### src/rtl/rv_lsu_pkg.sv
// Shared RV32 load/store definitions: funct3 codes, opcodes and LSU FSM state encodings.
package rv_lsu_pkg;

  localparam logic [2:0] F3_B  = 3'b000;
  localparam logic [2:0] F3_H  = 3'b001;
  localparam logic [2:0] F3_W  = 3'b010;
  localparam logic [2:0] F3_BU = 3'b100;
  localparam logic [2:0] F3_HU = 3'b101;

  localparam logic [6:0] OP_LOAD  = 7'b0000011;
  localparam logic [6:0] OP_STORE = 7'b0100011;

  typedef enum logic [1:0] {
    StIdle  = 2'd0,
    StIssue = 2'd1,
    StWait  = 2'd2,
    StResp  = 2'd3
  } lsu_state_e;

  // Stores only exist as B/H/W; unsigned variants are load-only.
  function automatic logic f3_illegal(input logic we, input logic [2:0] f3);
    case (f3)
      F3_B, F3_H, F3_W: return 1'b0;
      F3_BU, F3_HU:     return we;
      default:          return 1'b1;
    endcase
  endfunction

endpackage

### src/rtl/rv_lsu_if.sv
// Execute-side request/response handshake plus the data RAM port of the load/store unit.
interface rv_lsu_if #(
  parameter int unsigned AW = 10
);
  logic          req_valid;
  logic          req_ready;
  logic          req_we;
  logic [2:0]    req_funct3;
  logic [31:0]   req_addr;
  logic [31:0]   req_wdata;
  logic [4:0]    req_rd;
  logic          rsp_valid;
  logic          rsp_ready;
  logic [31:0]   rsp_rdata;
  logic [4:0]    rsp_rd;
  logic          rsp_err;
  logic          mem_en;
  logic          mem_we;
  logic [3:0]    mem_be;
  logic [AW-1:0] mem_addr;
  logic [31:0]   mem_wdata;
  logic [31:0]   mem_rdata;

  // LSU view.
  modport slave (
    input  req_valid, req_we, req_funct3, req_addr, req_wdata, req_rd, rsp_ready, mem_rdata,
    output req_ready, rsp_valid, rsp_rdata, rsp_rd, rsp_err,
    output mem_en, mem_we, mem_be, mem_addr, mem_wdata
  );

  // Execute stage plus RAM view.
  modport master (
    output req_valid, req_we, req_funct3, req_addr, req_wdata, req_rd, rsp_ready, mem_rdata,
    input  req_ready, rsp_valid, rsp_rdata, rsp_rd, rsp_err,
    input  mem_en, mem_we, mem_be, mem_addr, mem_wdata
  );
endinterface

### src/rtl/rv_lsu_align.sv
// Byte-lane steering for the LSU: store byte enables/replication, load extraction/extension,
// and natural-alignment check.
module rv_lsu_align
  import rv_lsu_pkg::*;
(
  input  logic [2:0]  i_funct3,
  input  logic [1:0]  i_addr_lo,
  input  logic [31:0] i_wdata,
  input  logic [31:0] i_rdata,
  output logic [3:0]  o_be,
  output logic [31:0] o_wdata,
  output logic [31:0] o_rdata,
  output logic        o_misaligned
);

  logic [7:0]  byte_sel;
  logic [15:0] half_sel;

  // Size is funct3[1:0]; the H/W lane choice ignores the low bits below natural alignment.
  always_comb begin
    o_be         = 4'b0000;
    o_wdata      = 32'h0;
    o_misaligned = 1'b0;
    case (i_funct3[1:0])
      2'b00: begin
        o_be    = 4'b0001 << i_addr_lo;
        o_wdata = {4{i_wdata[7:0]}};
      end
      2'b01: begin
        o_be         = i_addr_lo[1] ? 4'b1100 : 4'b0011;
        o_wdata      = {2{i_wdata[15:0]}};
        o_misaligned = i_addr_lo[0];
      end
      2'b10: begin
        o_be         = 4'b1111;
        o_wdata      = i_wdata;
        o_misaligned = |i_addr_lo;
      end
      default: ;
    endcase
  end

  always_comb begin
    case (i_addr_lo)
      2'd0:    byte_sel = i_rdata[7:0];
      2'd1:    byte_sel = i_rdata[15:8];
      2'd2:    byte_sel = i_rdata[23:16];
      default: byte_sel = i_rdata[31:24];
    endcase
    half_sel = i_addr_lo[1] ? i_rdata[31:16] : i_rdata[15:0];
    case (i_funct3)
      F3_B:    o_rdata = {{24{byte_sel[7]}}, byte_sel};
      F3_BU:   o_rdata = {24'h0, byte_sel};
      F3_H:    o_rdata = {{16{half_sel[15]}}, half_sel};
      F3_HU:   o_rdata = {16'h0, half_sel};
      F3_W:    o_rdata = i_rdata;
      default: o_rdata = 32'h0;
    endcase
  end

endmodule

### src/rtl/rv_lsu.sv
// Load/store unit: one request at a time into a byte-enabled synchronous data RAM.
// Define LSU_MISALIGN_TRAP_EN to report misaligned H/W accesses as errors instead of aligning.
module rv_lsu
  import rv_lsu_pkg::*;
#(
  parameter int unsigned AW      = 10,
  parameter int unsigned MEM_LAT = 1
) (
  input  logic     i_clk,
  input  logic     i_rst_n,
  rv_lsu_if.slave  bus
);

`ifdef LSU_MISALIGN_TRAP_EN
  localparam bit TrapEn = 1'b1;
`else
  localparam bit TrapEn = 1'b0;
`endif

  lsu_state_e    state_q, state_d;
  logic          we_q, we_d;
  logic [2:0]    f3_q, f3_d;
  logic [AW+1:0] addr_q, addr_d;
  logic [31:0]   wdata_q, wdata_d;
  logic [4:0]    rd_q, rd_d;
  logic [2:0]    cnt_q, cnt_d;
  logic [31:0]   rdata_q, rdata_d;
  logic          err_q, err_d;

  logic          idle, issue;
  logic [2:0]    al_f3;
  logic [1:0]    al_addr_lo;
  logic [31:0]   al_wdata_in, al_wdata, al_rdata;
  logic [3:0]    al_be;
  logic          al_misaligned;
  logic          req_bad;

  assign idle  = (state_q == StIdle);
  assign issue = (state_q == StIssue);

  // In IDLE the aligner looks at the live request so errors can skip ISSUE entirely.
  assign al_f3       = idle ? bus.req_funct3     : f3_q;
  assign al_addr_lo  = idle ? bus.req_addr[1:0]  : addr_q[1:0];
  assign al_wdata_in = idle ? bus.req_wdata      : wdata_q;

  rv_lsu_align u_align (
    .i_funct3     (al_f3),
    .i_addr_lo    (al_addr_lo),
    .i_wdata      (al_wdata_in),
    .i_rdata      (bus.mem_rdata),
    .o_be         (al_be),
    .o_wdata      (al_wdata),
    .o_rdata      (al_rdata),
    .o_misaligned (al_misaligned)
  );

  assign req_bad = f3_illegal(bus.req_we, bus.req_funct3) | (TrapEn & al_misaligned);

  always_comb begin
    state_d = state_q;
    we_d    = we_q;
    f3_d    = f3_q;
    addr_d  = addr_q;
    wdata_d = wdata_q;
    rd_d    = rd_q;
    cnt_d   = cnt_q;
    rdata_d = rdata_q;
    err_d   = err_q;
    case (state_q)
      StIdle: begin
        if (bus.req_valid) begin
          we_d    = bus.req_we;
          f3_d    = bus.req_funct3;
          addr_d  = bus.req_addr[AW+1:0];
          wdata_d = bus.req_wdata;
          rd_d    = bus.req_rd;
          rdata_d = 32'h0;
          err_d   = req_bad;
          state_d = req_bad ? StResp : StIssue;
        end
      end
      StIssue: begin
        if (we_q) begin
          state_d = StResp;
        end else begin
          cnt_d   = 3'(MEM_LAT - 1);
          state_d = StWait;
        end
      end
      StWait: begin
        if (cnt_q == 3'd0) begin
          rdata_d = al_rdata;
          state_d = StResp;
        end else begin
          cnt_d = cnt_q - 3'd1;
        end
      end
      StResp: begin
        if (bus.rsp_ready) state_d = StIdle;
      end
      default: state_d = StIdle;
    endcase
  end

  always_ff @(posedge i_clk or negedge i_rst_n) begin
    if (!i_rst_n) begin
      state_q <= StIdle;
      we_q    <= 1'b0;
      f3_q    <= 3'b000;
      addr_q  <= '0;
      wdata_q <= 32'h0;
      rd_q    <= 5'd0;
      cnt_q   <= 3'd0;
      rdata_q <= 32'h0;
      err_q   <= 1'b0;
    end else begin
      state_q <= state_d;
      we_q    <= we_d;
      f3_q    <= f3_d;
      addr_q  <= addr_d;
      wdata_q <= wdata_d;
      rd_q    <= rd_d;
      cnt_q   <= cnt_d;
      rdata_q <= rdata_d;
      err_q   <= err_d;
    end
  end

  // RAM port is decoded from state so an async reset drops the strobe immediately.
  assign bus.req_ready = idle;
  assign bus.rsp_valid = (state_q == StResp);
  assign bus.rsp_rdata = rdata_q;
  assign bus.rsp_rd    = rd_q;
  assign bus.rsp_err   = err_q;
  assign bus.mem_en    = issue;
  assign bus.mem_we    = issue & we_q;
  assign bus.mem_be    = issue ? al_be : 4'b0000;
  assign bus.mem_addr  = issue ? addr_q[AW+1:2] : '0;
  assign bus.mem_wdata = issue ? al_wdata : 32'h0;

endmodule

### src/flat_wrapper.sv
// flat-port wrapper written by rule: the top's interface ports become plain ports
module rv_lsu_flat import rv_lsu_pkg::*;
#(
  parameter int unsigned AW      = 10,
  parameter int unsigned MEM_LAT = 1
)
  (i_clk, i_rst_n, bus_req_valid, bus_req_we, bus_req_funct3, bus_req_addr, bus_req_wdata, bus_req_rd, bus_rsp_ready, bus_mem_rdata, bus_req_ready, bus_rsp_valid, bus_rsp_rdata, bus_rsp_rd, bus_rsp_err, bus_mem_en, bus_mem_we, bus_mem_be, bus_mem_addr, bus_mem_wdata);
  rv_lsu_if #(.AW(AW)) bus_i ();
  input  logic i_clk;
  input  logic i_rst_n;
  input wire logic [$bits(bus_i.req_valid)-1:0] bus_req_valid;
  input wire logic [$bits(bus_i.req_we)-1:0] bus_req_we;
  input wire logic [$bits(bus_i.req_funct3)-1:0] bus_req_funct3;
  input wire logic [$bits(bus_i.req_addr)-1:0] bus_req_addr;
  input wire logic [$bits(bus_i.req_wdata)-1:0] bus_req_wdata;
  input wire logic [$bits(bus_i.req_rd)-1:0] bus_req_rd;
  input wire logic [$bits(bus_i.rsp_ready)-1:0] bus_rsp_ready;
  input wire logic [$bits(bus_i.mem_rdata)-1:0] bus_mem_rdata;
  output wire logic [$bits(bus_i.req_ready)-1:0] bus_req_ready;
  output wire logic [$bits(bus_i.rsp_valid)-1:0] bus_rsp_valid;
  output wire logic [$bits(bus_i.rsp_rdata)-1:0] bus_rsp_rdata;
  output wire logic [$bits(bus_i.rsp_rd)-1:0] bus_rsp_rd;
  output wire logic [$bits(bus_i.rsp_err)-1:0] bus_rsp_err;
  output wire logic [$bits(bus_i.mem_en)-1:0] bus_mem_en;
  output wire logic [$bits(bus_i.mem_we)-1:0] bus_mem_we;
  output wire logic [$bits(bus_i.mem_be)-1:0] bus_mem_be;
  output wire logic [$bits(bus_i.mem_addr)-1:0] bus_mem_addr;
  output wire logic [$bits(bus_i.mem_wdata)-1:0] bus_mem_wdata;
  assign bus_i.req_valid = bus_req_valid;
  assign bus_i.req_we = bus_req_we;
  assign bus_i.req_funct3 = bus_req_funct3;
  assign bus_i.req_addr = bus_req_addr;
  assign bus_i.req_wdata = bus_req_wdata;
  assign bus_i.req_rd = bus_req_rd;
  assign bus_i.rsp_ready = bus_rsp_ready;
  assign bus_i.mem_rdata = bus_mem_rdata;
  assign bus_req_ready = bus_i.req_ready;
  assign bus_rsp_valid = bus_i.rsp_valid;
  assign bus_rsp_rdata = bus_i.rsp_rdata;
  assign bus_rsp_rd = bus_i.rsp_rd;
  assign bus_rsp_err = bus_i.rsp_err;
  assign bus_mem_en = bus_i.mem_en;
  assign bus_mem_we = bus_i.mem_we;
  assign bus_mem_be = bus_i.mem_be;
  assign bus_mem_addr = bus_i.mem_addr;
  assign bus_mem_wdata = bus_i.mem_wdata;
  rv_lsu #(.AW(AW), .MEM_LAT(MEM_LAT)) u_core (.i_clk(i_clk), .i_rst_n(i_rst_n), .bus(bus_i));
endmodule
### config.mk
export PLATFORM = sky130hd
export DESIGN_NAME = rv_lsu_flat
export DESIGN_NICKNAME = d
export VERILOG_FILES = /design/src/rtl/rv_lsu_pkg.sv /design/src/rtl/rv_lsu_if.sv /design/src/rtl/rv_lsu_align.sv /design/src/rtl/rv_lsu.sv /design/src/flat_wrapper.sv
export SDC_FILE = /design/constraint.sdc
export NUM_CORES = 1
export LEC_CHECK = 0
export ABC_AREA = 1
export CAP_MARGIN = 20
export CORE_ASPECT_RATIO = 1.1
export CORE_MARGIN = 8
export CORE_UTILIZATION = 50
export DETAILED_ROUTE_END_ITERATION = 8
export GPL_TIMING_DRIVEN = 1
export PLACE_DENSITY = 0.84
export SLEW_MARGIN = 20
export SYNTH_ARGS = -nofsm -noshare
export SYNTH_HDL_FRONTEND = slang
export SYNTH_SLANG_ARGS = --single-unit
### constraint.sdc
create_clock -name i_clk -period 6.8 [get_ports i_clk]
set_input_delay 1.7 -clock i_clk [delete_from_list [all_inputs] [get_ports i_clk]]
set_output_delay 1.7 -clock i_clk [all_outputs]
set_load 0.01 [all_outputs]
==> impl_metrics.csv <==
group,metric,value,unit
clocking,clock_latency,340,ps
layout,synthToLayoutAreaGrowth,35.5,%
clocking,cts-htree-levels,3,
power,p_leak,4.03,nW
layout,multiInputGateArea,2830,sq um
timing,setup_viol,0,
logic_synthesis,synth_area_leaders,"dfrtp_1, nand2_1, o21ai_0",
floorplan,start_util,50.7,%
global_routing,grt_use_total,22.8,%
min_path,hp-class,"flip-flop to flip-flop",
layout,n_fill_cell,951,
routing,num_vias,5826,
clocking,path_clk_slew,70,ps
logic_synthesis,ys_warn_count,0,
critical_path,cp-end-kind,"primary output",
clocking,cts_resized,0,
power,power_density,474,nW/um^2
routing,post-route-drc-count,0,
clocking,cts_made_buffers,9,
clocking,clock_sinks,91,
routing,routed_via_density,5.06,
floorplan,rows,41,
floorplan,dieHeight,129,microns
logic_synthesis,syn_area,5750,sq um
clocking,postCtsHoldBufs,0,
placed_design,port-buffer-count,176,
logic_synthesis,synth_top_area_share,39.6,%
global_routing,grt_pass1_vias,5610,
logic_synthesis,yosysUniqueCellTypes,29,
logic_synthesis,synth_fp_nets,961,
timing,skew,3.96,ps
logic_synthesis,syn_inst,846,
routing,firstDrtPassIters,5,
logic_synthesis,ys_ff_latch,91,
timing,tightest_slew,1020,ps
critical_path,worstSetupStartpointType,"primary input",
critical_path,crit_arrival,4240,ps
logic_synthesis,yosys.area.top_type,"dfrtp_1",
layout,final_cell_mix,"nand2_1, clkdlybuf4s50_1, inv_1",
placed_design,placedCellCount,1136,
logic_synthesis,syn_avg_cell_area,6.80,sq um
clocking,cts_max_path_buffers,2,
critical_path,required,5100,ps
critical_path,criticalPathCategory,"primary input to primary output",
layout,final_common_cell,"nand2_1",
layout,layout-drive-gt1-share,6.29,%
floorplan,core,11300,sq um
global_routing,antenna_found_initial,0,
floorplan,die_x,118,microns
routing,drt-wirelength-per-cell,15.0,microns
routing,drt_iter0_drc,518,
timing,grt_setup_unrepaired,"no",
timing,timing.hold.ws,478,ps
timing,timing.slew.headroom,31.9,%
timing,finalCritPeriodShare,87.4,%
clocking,clockRootBuffer,"clkbuf_16",
layout,seq_area,2280,sq um
run,cap_violations,0,
routing,ant_nets,0,
floorplan,io_pins,197,
layout,nNetsFinal,1113,
placed_design,placed_area,7490,sq um
run_status,outcome,"finished clean",
placed_design,place_hpwl,12500,microns
timing,timing.fmax,0.168,GHz
timing,drv_slew,0,
global_routing,grt_max_degree,62,
layout,stdcell_area,7790,sq um
floorplan,die-area,15200,sq um
global_routing,gr-total-overflow,0,
layout,diodes,0,
timing,hold_viol,0,
critical_path,cp_max_fo,14,
routing,drt-total-wl,17200,microns
layout,instances_no_fill,1152,
timing,tns,0,ps
logic_synthesis,ys_seq_area_share,39.6,%
power,peakVddDrop,227,uV
clocking,cts_tree,"built",
global_routing,grt_pass1_wl,28000,microns
clocking,post-cts-setup-buffers,0,
placed_design,place.gp.congestion,0.859,
timing,period_minus_slack,5940,ps
## logic make-up (layout without fill, tap and decap cells)
family	after synthesis	after routing	synth area share, %
and+or+nand+nor	483	483	36.8
buffers and inverters	148	304	11.4
AOI/OAI and AO/OA	118	118	11.0
DFF	91	91	39.6
adders and majority gates	6	6	1.30
## worst max-delay path, stage by stage
cell,delay (ps)
clkdlybuf4s50_1,480
inv_1,120
nand2_1,70
o21ai_2,270
nand2_2,380
nand2_1,250
inv_1,120
o21ai_0,160
nand2_1,70
inv_1,80
clkdlybuf4s50_1,550
## Yosys cell counts, drive strengths merged
master,instances
nand2,382
inv,107
and3,1
o211ai,10
ha,6
buf,29
o32ai,1
nand3b,12
nand4,6
clkbuf,12
nand3,51
o21ai,87
or2,1
a21oi,20
nor2,30
dfrtp,91
## cell type report
cell class / instances / area share, %
clock buffers: 11 / 2.99
clock inverters: 4 / 0.658
inverters: 107 / 5.22
multi-input cells: 607 / 36.3
flip-flops and latches: 91 / 29.2
well taps: 150 / 2.41
repair buffers: 182 / 23.2
## worst paths after layout
path                                          start                  endpoint  slack [ps]  depth (start not counted)
min in group asynchronous                   i_rst_n          u_core.addr_q[5]        1330                          1
max reg2reg                       u_core.state_q[0]  u_core.bus.rsp_rdata[11]        3340                         10
max in group asynchronous                   i_rst_n        u_core.wdata_q[11]        4420                          2
min reg2reg                u_core.bus.rsp_rdata[29]  u_core.bus.rsp_rdata[29]         480                          2
min                        u_core.bus.rsp_rdata[29]  u_core.bus.rsp_rdata[29]         480                          2
max                               bus_req_funct3[1]         bus_mem_wdata[11]         860                         11
## power by group
group	internal (W)	leakage, nW	switching [W]	total [W]
Combinational	0.000891	2.71	0.00139	0.00229
Sequential	0.000786	1.18	0.000123	0.000909
Clock	0.000284	0.136	0.000212	0.000496
## routing by layer
| layer | global-route usage [%] | share of wire [%] | vias to the layer above |
|---|---|---|---|
| met5 | 0 | 0 | - |
| met4 | 8.22 | 2.1 | 0 |
| met3 | 9.37 | 11 | 25 |
| met2 | 35.9 | 44 | 227 |
| met1 | 27.7 | 42 | 2655 |
| li1 | - | - | 2919 |
## state kept, by name, summed over array words and instances, names as in the netlist
register,cells
u_core.f3_q,3
u_core.addr_q,12
u_core.we_q,1
u_core.state_q,2
u_core.cnt_q,3
u_core.wdata_q,32
u_core.bus.rsp_rd,5
u_core.bus.rsp_err,1
u_core.bus.rsp_rdata,32
## stage by stage
| stage | power, W | utilization (%) | setup WS (ps) |
|---|---|---|---|
| 3_3_place_gp | 0.00313 | 66.1 | 940 |
| 3_5_place_dp | 0.00318 | 66.1 | 900 |
| 2_1_floorplan | 0.00242 | - | 2520 |
| 5_1_grt | 0.00402 | 68.7 | 654 |
| 4_1_cts | 0.00369 | 68.6 | 898 |
| 6_report | 0.00369 | 68.7 | 856 |
Power figures use the tool's default switching activity.
